--- src/rtl/result_bus_arbiter_pkg.sv ---
// Shared writeback types and sequence-number helpers for the result-bus arbiter,
// reservation station and LSU.
package result_bus_arbiter_pkg;

  localparam int unsigned SQN_W  = 6;
  localparam int unsigned TAG_W  = 7;
  localparam int unsigned NM_W   = 5;
  localparam int unsigned DATA_W = 32;

  typedef struct packed {
    logic [SQN_W-1:0]  sqN;
    logic [TAG_W-1:0]  tagDst;
    logic [NM_W-1:0]   nmDst;
    logic [DATA_W-1:0] result;
  } RES_UOp;

  // a is older than b across the SQN_W-bit wrap-around
  function automatic logic sqn_older(input logic [SQN_W-1:0] a, input logic [SQN_W-1:0] b);
    logic [SQN_W-1:0] d;
    d = a - b;
    return d[SQN_W-1];
  endfunction

  // true when sqN is strictly younger than the last surviving op
  function automatic logic sqn_killed(input logic [SQN_W-1:0] sqN, input logic [SQN_W-1:0] lastSqN);
    logic [SQN_W-1:0] d;
    d = sqN - lastSqN;
    return !d[SQN_W-1] && (d != '0);
  endfunction

endpackage

--- src/rtl/result_bus_arbiter_if.sv ---
// Writeback request / result bus bundle between the functional units and the arbiter.
interface result_bus_arbiter_if
  import result_bus_arbiter_pkg::*;
#(
  parameter int unsigned NUM_REQ = 4,
  parameter int unsigned NUM_BUS = 3
);
  logic [NUM_REQ-1:0]         IN_valid;
  RES_UOp [NUM_REQ-1:0]       IN_uop;
  logic [NUM_REQ-1:0]         OUT_stall;
  logic                       IN_invalidate;
  logic [SQN_W-1:0]           IN_invalidateSqN;
  logic [NUM_BUS-1:0]         OUT_resultValid;
  RES_UOp [NUM_BUS-1:0]       OUT_resultUOp;
  logic [15:0]                OUT_conflictCnt;

  modport master (
    output IN_valid, IN_uop, IN_invalidate, IN_invalidateSqN,
    input  OUT_stall, OUT_resultValid, OUT_resultUOp, OUT_conflictCnt
  );

  modport slave (
    input  IN_valid, IN_uop, IN_invalidate, IN_invalidateSqN,
    output OUT_stall, OUT_resultValid, OUT_resultUOp, OUT_conflictCnt
  );
endinterface

--- src/rtl/result_bus_arbiter_age_select.sv ---
// Combinational comparison tree returning the index of the oldest masked candidate.
module result_bus_arbiter_age_select
  import result_bus_arbiter_pkg::*;
#(
  parameter int unsigned NUM_REQ = 4,
  localparam int unsigned IDX_W = (NUM_REQ > 1) ? $clog2(NUM_REQ) : 1
) (
  input  logic [NUM_REQ-1:0] mask,
  input  logic [SQN_W-1:0]   sqN [NUM_REQ],
  output logic               found,
  output logic [IDX_W-1:0]   idx
);

  localparam int unsigned LEAVES = 1 << $clog2(NUM_REQ);

  always_comb begin
    logic             nodeV   [2*LEAVES];
    logic [SQN_W-1:0] nodeSq  [2*LEAVES];
    logic [IDX_W-1:0] nodeIdx [2*LEAVES];
    for (int unsigned n = 0; n < 2*LEAVES; n++) begin
      nodeV[n]   = 1'b0;
      nodeSq[n]  = '0;
      nodeIdx[n] = '0;
    end
    for (int unsigned i = 0; i < NUM_REQ; i++) begin
      nodeV[LEAVES+i]   = mask[i];
      nodeSq[LEAVES+i]  = sqN[i];
      nodeIdx[LEAVES+i] = IDX_W'(i);
    end
    // Left subtree always holds lower indices, so keeping left on a tie gives lowest-index priority
    for (int unsigned n = LEAVES - 1; n >= 1; n--) begin
      if (nodeV[2*n+1] && (!nodeV[2*n] || sqn_older(nodeSq[2*n+1], nodeSq[2*n]))) begin
        nodeV[n]   = 1'b1;
        nodeSq[n]  = nodeSq[2*n+1];
        nodeIdx[n] = nodeIdx[2*n+1];
      end else begin
        nodeV[n]   = nodeV[2*n];
        nodeSq[n]  = nodeSq[2*n];
        nodeIdx[n] = nodeIdx[2*n];
      end
    end
    found = nodeV[1];
    idx   = nodeIdx[1];
  end

endmodule

--- src/rtl/result_bus_arbiter.sv ---
// Grants up to NUM_BUS writeback results per cycle, oldest first, with a one-entry
// holding slot per requester for results that lose arbitration.
module result_bus_arbiter
  import result_bus_arbiter_pkg::*;
#(
  parameter int unsigned NUM_REQ = 4,
  parameter int unsigned NUM_BUS = 3
) (
  input logic              clk,
  input logic              rst,
  result_bus_arbiter_if.slave bus
);

  localparam int unsigned IDX_W = (NUM_REQ > 1) ? $clog2(NUM_REQ) : 1;

  logic [NUM_REQ-1:0]   slotValid;
  RES_UOp [NUM_REQ-1:0] slotUop;
  RES_UOp [NUM_REQ-1:0] candUop;
  logic [SQN_W-1:0]     candSqN [NUM_REQ];
  logic [NUM_REQ-1:0]   live;
  logic [NUM_BUS-1:0]   grantValid;
  logic [IDX_W-1:0]     grantIdx [NUM_BUS];
  logic [NUM_REQ-1:0]   leftover;
  logic [NUM_REQ-1:0]   granted;
  logic [NUM_BUS-1:0]   resultValid;
  RES_UOp [NUM_BUS-1:0] resultUOp;
  logic [15:0]          conflictCnt;

  always_comb begin
    for (int unsigned i = 0; i < NUM_REQ; i++) begin
      candUop[i] = slotValid[i] ? slotUop[i] : bus.IN_uop[i];
      candSqN[i] = candUop[i].sqN;
      live[i]    = (slotValid[i] | bus.IN_valid[i])
                 & ~(bus.IN_invalidate & sqn_killed(candUop[i].sqN, bus.IN_invalidateSqN));
    end
  end

  // Each stage picks the oldest remaining candidate and removes it from the next stage's mask
  for (genvar b = 0; b < NUM_BUS; b++) begin : gStage
    logic [NUM_REQ-1:0] maskIn;
    logic [NUM_REQ-1:0] maskOut;
    logic               sel;
    logic [IDX_W-1:0]   idx;
    if (b == 0) begin : gFirst
      assign maskIn = live;
    end else begin : gNext
      assign maskIn = gStage[b-1].maskOut;
    end
    result_bus_arbiter_age_select #(.NUM_REQ(NUM_REQ)) uSel (
      .mask  (maskIn),
      .sqN   (candSqN),
      .found (sel),
      .idx   (idx)
    );
    assign maskOut       = sel ? (maskIn & ~(NUM_REQ'(1) << idx)) : maskIn;
    assign grantValid[b] = sel;
    assign grantIdx[b]   = idx;
  end

  assign leftover = gStage[NUM_BUS-1].maskOut;
  assign granted  = live & ~leftover;

  always_ff @(posedge clk or posedge rst) begin
    if (rst) begin
      slotValid   <= '0;
      slotUop     <= '0;
      resultValid <= '0;
      resultUOp   <= '0;
      conflictCnt <= '0;
    end else begin
      for (int unsigned i = 0; i < NUM_REQ; i++) begin
        slotValid[i] <= live[i] & ~granted[i];
        if (live[i] && !granted[i]) slotUop[i] <= candUop[i];
      end
      for (int unsigned b = 0; b < NUM_BUS; b++) begin
        resultValid[b] <= grantValid[b];
        resultUOp[b]   <= candUop[grantIdx[b]];
      end
      if ((leftover != '0) && (conflictCnt != '1)) conflictCnt <= conflictCnt + 16'd1;
    end
  end

  assign bus.OUT_stall       = slotValid;
  assign bus.OUT_resultValid = resultValid;
  assign bus.OUT_resultUOp   = resultUOp;
  assign bus.OUT_conflictCnt = conflictCnt;

  noValidWhileStalled: assert property (@(posedge clk) disable iff (rst) (bus.IN_valid & slotValid) == '0);

endmodule

--- src/flat_wrapper.sv ---
// flat-port wrapper written by rule: the top's interface ports become plain ports
module result_bus_arbiter_flat import result_bus_arbiter_pkg::*;
#(
  parameter int unsigned NUM_REQ = 4,
  parameter int unsigned NUM_BUS = 3
)
  (clk, rst, bus_IN_valid, bus_IN_uop, bus_IN_invalidate, bus_IN_invalidateSqN, bus_OUT_stall, bus_OUT_resultValid, bus_OUT_resultUOp, bus_OUT_conflictCnt);
  result_bus_arbiter_if #(.NUM_REQ(NUM_REQ), .NUM_BUS(NUM_BUS)) bus_i ();
  input logic clk;
  input logic rst;
  input wire logic [$bits(bus_i.IN_valid)-1:0] bus_IN_valid;
  input wire logic [$bits(bus_i.IN_uop)-1:0] bus_IN_uop;
  input wire logic [$bits(bus_i.IN_invalidate)-1:0] bus_IN_invalidate;
  input wire logic [$bits(bus_i.IN_invalidateSqN)-1:0] bus_IN_invalidateSqN;
  output wire logic [$bits(bus_i.OUT_stall)-1:0] bus_OUT_stall;
  output wire logic [$bits(bus_i.OUT_resultValid)-1:0] bus_OUT_resultValid;
  output wire logic [$bits(bus_i.OUT_resultUOp)-1:0] bus_OUT_resultUOp;
  output wire logic [$bits(bus_i.OUT_conflictCnt)-1:0] bus_OUT_conflictCnt;
  assign bus_i.IN_valid = bus_IN_valid;
  assign bus_i.IN_uop = bus_IN_uop;
  assign bus_i.IN_invalidate = bus_IN_invalidate;
  assign bus_i.IN_invalidateSqN = bus_IN_invalidateSqN;
  assign bus_OUT_stall = bus_i.OUT_stall;
  assign bus_OUT_resultValid = bus_i.OUT_resultValid;
  assign bus_OUT_resultUOp = bus_i.OUT_resultUOp;
  assign bus_OUT_conflictCnt = bus_i.OUT_conflictCnt;
  result_bus_arbiter #(.NUM_REQ(NUM_REQ), .NUM_BUS(NUM_BUS)) u_core (.clk(clk), .rst(rst), .bus(bus_i));
endmodule
--- config.mk ---
export PLATFORM = sky130hd
export DESIGN_NAME = result_bus_arbiter_flat
export DESIGN_NICKNAME = d
export VERILOG_FILES = /design/src/rtl/result_bus_arbiter_pkg.sv /design/src/rtl/result_bus_arbiter_if.sv /design/src/rtl/result_bus_arbiter_age_select.sv /design/src/rtl/result_bus_arbiter.sv /design/src/flat_wrapper.sv
export SDC_FILE = /design/constraint.sdc
export NUM_CORES = 1
export LEC_CHECK = 0
export BUFFER_PORTS_ARGS = -buffer_cell sky130_fd_sc_hd__buf_2
export CAP_MARGIN = 10
export CORE_MARGIN = 8
export CORE_UTILIZATION = 60
export DETAILED_ROUTE_END_ITERATION = 7
export HOLD_SLACK_MARGIN = 0.1
export MAX_ROUTING_LAYER = met4
export PLACE_DENSITY = 0.85
export RECOVER_POWER = 100
export SYNTH_ARGS = -nofsm -noshare
export SYNTH_HDL_FRONTEND = slang
export SYNTH_HIERARCHICAL = 1
export SYNTH_SLANG_ARGS = --single-unit
--- constraint.sdc ---
create_clock -name clk -period 21.6 [get_ports clk]
set_input_delay 0 -clock clk [delete_from_list [all_inputs] [get_ports clk]]
set_output_delay 0 -clock clk [all_outputs]
set_load 0.01 [all_outputs]
# After elaboration in Yosys (flattened, before gate mapping)
# Index checks and enable logic that the tools add are counted.
[word_totals]
inputBits = 213
ff_bits = 373
wordCells = 166
output_inout_bits = 173
[classes]
eq_ne = 1
shifts = 3
n_lt_le_gt_ge = 3
n_addsub = 10
bitwise_logic = 32
reduce_logical = 49
muxes = 37
[op_table]
columns = ["op", "count"]
rows = [
  ["$mux W50", 7],
  ["$bmux W50 S2", 3],
  ["$sub A6 B6 Y6", 9],
  ["$mux W6", 6],
  ["$reduce_bool A6 Y1", 4],
  ["$logic_and A1 B1 Y1", 18],
  ["$logic_not A1 Y1", 17],
  ["$add A16 B1 Y16 const B", 1],
  ["$and A4 B4 Y4", 4],
  ["$ne A16 B16 Y1 const B", 1],
  ["$not A4 Y4", 4],
  ["$mux W1", 15],
  ["$and A1 B1 Y1", 12],
  ["$mux W4", 3],
  ["$shl A1 B2 Y4 const A", 3],
  ["$logic_or A1 B1 Y1", 9],
  ["$lt A2 B3 Y1 const B", 3],
  ["$not A1 Y1", 8],
  ["$mux W2", 3],
  ["$or A1 B1 Y1", 4],
  ["$reduce_bool A4 Y1", 1],
]

# Depth between registers and ports, before layout
[logic_depth]
word_depth = 47
depth_mapped = 62
depth_no_buf = 55

# By module
# The synthesis kept the hierarchy.
[modules_own_cells]
columns = ["module", "seq_area_each_um2", "cells_per_inst", "instances", "area_per_inst_um2"]
rows = [
  ["result_bus_arbiter", 9334.0, 1202, 1, 18988.2],
  ["result_bus_arbiter_age_select", 0.0, 94, 3, 673.1],
]

# Worst setup path after synthesis
# OpenSTA, ideal clock, no wires.
[synth_timing]
kind = "register to register"
startpoint = "register u_core.slotValid[3] (netlist: u_core/bus.OUT_stall[3])"
endpoint = "register u_core.conflictCnt[3] (netlist: u_core/bus.OUT_conflictCnt[3])"
arrival_time_ns = 12.145
path_slack_ns = 9.325
stages_incl_launch_ff = 58
required_time_ns = 21.470
path_buffers = 7
period_less_slack_ns = 12.275
setup_ns = 0.130
cell_sequence = "dfrtp_1 clkbuf_1 clkbuf_1 mux2i_1 ha_1 inv_1 fa_1 a21o_1 a21oi_1 xor2_1 nand4_1 a31oi_1 a21boi_1 o21ai_0 ha_1 a21o_1 a21o_2 a221oi_2 [22 not listed] nor2_1 a21oi_1 ha_1 a21o_1 a21o_2 a221oi_2 o221ai_2 xnor2_1 nor3_1 a211oi_1 clkbuf_1 nand2_1 o211a_1 buf_2 o41ai_4 buf_2 nor2_1 xor2_1"
[synth_via]
elab_chain_cells = 43
elab_cells_between_ends = 70
cone_classes = "add/sub: 5; shift: 3; mux: 25; bitwise: 10; reduce/logical: 27"
[synth_rtl]
columns = ["element", "line", "text"]
rows = [
  ["start, declared", "result_bus_arbiter.sv:16", "logic [NUM_REQ-1:0] slotValid;"],
  ["start signal, assigned by index", "result_bus_arbiter.sv:72", "slotValid[i] <= live[i] & ~granted[i];"],
  ["$mux W50", "result_bus_arbiter.sv:31", "candUop[i] = slotValid[i] ? slotUop[i] : bus.IN_uop[i];"],
  ["$sub A6 B6 Y6", "result_bus_arbiter_pkg.sv:27", "d = sqN - lastSqN;"],
  ["$reduce_bool A6 Y1 or $logic_not A1 Y1 (tied branches)", "result_bus_arbiter_pkg.sv:28", "return !d[SQN_W-1] && (d != '0);"],
  ["$logic_and A1 B1 Y1", "result_bus_arbiter_pkg.sv:28", ""],
  ["$and A1 B1 Y1", "result_bus_arbiter.sv:34", "& ~(bus.IN_invalidate & sqn_killed(candUop[i].sqN, bus.IN_invalidateSqN));"],
  ["$not A1 Y1", "result_bus_arbiter.sv:34", ""],
  ["$and A1 B1 Y1 *", "result_bus_arbiter.sv:34", ""],
  ["named net u_core.gStage[0].maskIn[3]", "result_bus_arbiter.sv:40", "logic [NUM_REQ-1:0] maskIn;"],
  ["[6 not listed]", "-", ""],
  ["named net u_core.gStage[0].idx[0]", "result_bus_arbiter.sv:43", "logic [IDX_W-1:0] idx;"],
  ["[4 not listed]", "-", ""],
  ["named net u_core.gStage[0].maskOut[2]", "result_bus_arbiter.sv:41", "logic [NUM_REQ-1:0] maskOut;"],
  ["[8 not listed]", "-", ""],
  ["named net u_core.gStage[1].idx[0]", "result_bus_arbiter.sv:43", ""],
  ["[4 not listed]", "-", ""],
  ["named net u_core.gStage[1].maskOut[0]", "result_bus_arbiter.sv:41", ""],
  ["[7 not listed]", "-", ""],
  ["$mux W2 *", "result_bus_arbiter_age_select.sv:32", "if (nodeV[2*n+1] && (!nodeV[2*n] || sqn_older(nodeSq[2*n+1], nodeSq[2*n]))) begin"],
  ["named net u_core.gStage[2].idx[0]", "result_bus_arbiter.sv:43", ""],
  ["$shl A1 B2 Y4 *", "result_bus_arbiter.sv:55", "assign maskOut = sel ? (maskIn & ~(NUM_REQ'(1) << idx)) : maskIn;"],
  ["$not A4 Y4 *", "result_bus_arbiter.sv:55", ""],
  ["$and A4 B4 Y4 *", "result_bus_arbiter.sv:55", ""],
  ["$mux W4 *", "result_bus_arbiter.sv:55", ""],
  ["$reduce_bool A4 Y1 *", "result_bus_arbiter.sv:79", "if ((leftover != '0) && (conflictCnt != '1)) conflictCnt <= conflictCnt + 16'd1;"],
  ["$logic_and A1 B1 Y1 *", "result_bus_arbiter.sv:79", ""],
  ["end signal, assigned", "result_bus_arbiter.sv:79", ""],
  ["end, declared", "result_bus_arbiter.sv:27", "logic [15:0] conflictCnt;"],
]
# The timed path passes the listed nets; every way through them passes the cells marked *.
# A chain may end at the register's enable or synchronous reset.

==> flow_metrics.tcl <==
set metrics [dict create \
    synth_nets 1758 \
    grt_pass1_wl_um 108000 \
    die_y_um 203 \
    setup_ws_ns 3.24 \
    grt_overflow 0 \
    finalCriticalPeriod_ns 18.36 \
    cts.sinks 373 \
    violations "capacitance limit, slew limit" \
    die_x_um 203 \
    finalSetupTns_ns 0 \
    area_delta_synth_final_pct 24.9 \
    drtIter0Drc 1446 \
    synth_top_area_share_pct 44.4 \
    path_max_fanout 53 \
    finalSetupViolCount 0 \
    start_util_pct 60.8 \
    crit_top_cell "a21o_1" \
    grt_max_degree 167 \
    rsz0062_at_grt "no" \
    yosys.area.top_type "dfrtp_1" \
    whs_path_depth 3 \
    wl_per_cell_um 28.3 \
    grt_pass1_vias 18000 \
    gp_congestion 0.916 \
    critPathLaunchType "flop" \
    remaining_drc_errors 0 \
    avgSynthCellArea_um2 14.2 \
    ys_seq_area_share_pct 44.4 \
    crit_path_end_kind "flop" \
    first_pass_iters 5 \
    ios 386 \
    cts_tree "built" \
    cap_violations 6 \
    core_area_mm2 0.0345 \
    synthTopCellsByArea "dfrtp_1 44%, mux2_2 21%, mux4_2 16%" \
    required_ns 22.07 \
    max-clock-path-buffers 3 \
    worst_pin_slew_ns 8.55 \
    ant_nets 0 \
    clk_latency_ns 0.55 \
    vias_per_cell 6.45 \
    critical-path-max-stage-delay_ns 1.75 \
    antenna_found_initial 4 \
    crit_slowest_cell "clkbuf_1" \
    cts_resized 0 \
    yosys_register_bits 373 \
    numCtsBuffers 39 \
    holdBufCountCts 190 \
    layout_worst_path_cycle_share_pct 85.0 \
    cp_top_family "compound AO/OA/AOI/OAI gates" \
    numPortBuffers 385 \
    rows 68 \
    h-tree-depth 2 \
    final_common_cell "mux2_2" \
    dieArea_mm2 0.0413 \
    nets 2304 \
    vias 16200 \
    track_usage_pct 35.3 \
    min_path_type "input pin to flop" \
    max_freq_ghz 0.0545 \
    path_clk_slew_ns 0.07 \
    syn_inst 1484 \
    hpwl_um 42700 \
    worstSetupPathType "flop to flop" \
    layout-drive-gt1-share_pct 42.5 \
    final_cell_mix "386 x mux2_2, 371 x dfrtp_1, 216 x buf_2" \
    slew_viol_final 501 \
    critPathArrivalTime_ns 18.83 \
    rr_worst_depth 54 \
    timing_hold_violations_final 0 \
    cp_num_buf_inv 5 \
    crit_cells 54 \
    fillers 2124 \
    synth_area_mm2 0.0210 \
    root_buffer "clkbuf_16" \
    finClkSkew_ns 0.0211 \
    preCtsSetupSlack_ns 5.06 \
    netlist-cell-type-count 52 \
    routed_wl_um 71100 \
    outcome "complete, but fails checks" \
    yosys_warnings 6 \
    slew_headroom_pct -470 \
    postCtsSetupBuffers 0 \
]
==> tightest hold or removal path, cell delays in order <==
cell and delay, ns:
buf_2 0.08, mux2_2 0.33, mux2_2 0.22
==> metal layers <==
| layer | GRT usage (%) | share of wire [%] |
|---|---|---|
| met1 | 40.5 | 35 |
| met3 | 7.41 | 8.6 |
| met4 | 21.0 | 6.5 |
| met5 | - | 0 |
| met2 | 57.1 | 50 |
==> registers in the layout (all words and copies together) (netlist names) <==
signal / cells
u_core/bus.OUT_conflictCnt: 16
u_core/bus.OUT_resultValid: 3
u_core/bus.OUT_resultUOp: 150
u_core/bus.OUT_stall: 4
u_core/slotUop: 200
==> cells in the mapped netlist (all sizes together) <==
| cell | n |
|---|---|
| o41ai | 1 |
| a221oi | 3 |
| mux2i | 16 |
| nand3 | 17 |
| ha | 57 |
| inv | 56 |
| nand4 | 13 |
| nor4 | 4 |
| a21o | 14 |
| nand2 | 38 |
| a21oi | 37 |
| or3 | 1 |
| o221ai | 9 |
| a211oi | 9 |
| o21ai | 38 |
| and3 | 4 |
| nor3 | 7 |
| mux2 | 396 |
| dfrtp | 373 |
| nand3b | 1 |
| a21boi | 3 |
| a31oi | 7 |
| o2111ai | 2 |
| nor2 | 50 |
| o2bb2ai | 3 |
| nor2b | 14 |
| mux4 | 150 |
| or2 | 3 |
| xor2 | 21 |
| fa | 4 |
| and2 | 4 |
| xnor2 | 32 |
| a311oi | 4 |
| buf | 37 |
| a21bo | 2 |
| and3b | 1 |
| clkbuf | 48 |
| nor3b | 4 |
| o211a | 1 |
==> path summary, 6_finish.rpt <==
path | startpoint | end | slack [ns]
worst max-delay path | u_core/bus.OUT_stall[3] | u_core/bus.OUT_conflictCnt[9] | 3.24
worst min-delay path | bus_IN_uop[196] | u_core/slotUop[196] | 0.13
worst max register to register | u_core/bus.OUT_stall[3] | u_core/bus.OUT_conflictCnt[9] | 3.24
worst min register to register | u_core/slotUop[3] | u_core/slotUop[3] | 0.50
max in group asynchronous | rst | u_core/bus.OUT_stall[2] | 7.72
min in group asynchronous | rst | u_core/slotUop[24] | 1.81
==> stage by stage <==
step | util, % | hold WS [ns] | cell area, µm² | cells
final | 76.0 | 0.128 | 26200 | 2515
after global routing | 76.0 | 0.108 | 26200 | 2515
after floorplan | - | 0.235 | 21000 | 1484
after detailed placement | 67.6 | 0.246 | 23400 | 2254
after global placement | 67.6 | 0.243 | 23400 | 2254
after CTS | 76.8 | 0.100 | 26500 | 2511
==> cell families after synthesis <==
| kind of cell | synth area share, % |
|---|---|
| compound gates | 4.82 |
| fa+ha+maj | 3.78 |
| xor+xnor | 2.32 |
| buf+inv | 2.67 |
| flops | 44.4 |
| simple gates | 3.88 |
| mux | 38.1 |
==> area by class of cell <==
cell class	count	area, µm²	share of cell area, %
Multi-Input combinational cell	970	11100	42.4
Sequential cell	373	9340	35.6
Timing Repair Buffer	590	3710	14.1
Clock buffer	58	1180	4.49
Tap cell	455	569	2.17
Inverter	56	213	0.811
Clock inverter	9	98.8	0.377
Antenna cell	4	10.0	0.0381
Power is left out: the tool's default activity adds up to more than one toggle a clock period on the data nets, which glitch-free logic cannot reach.
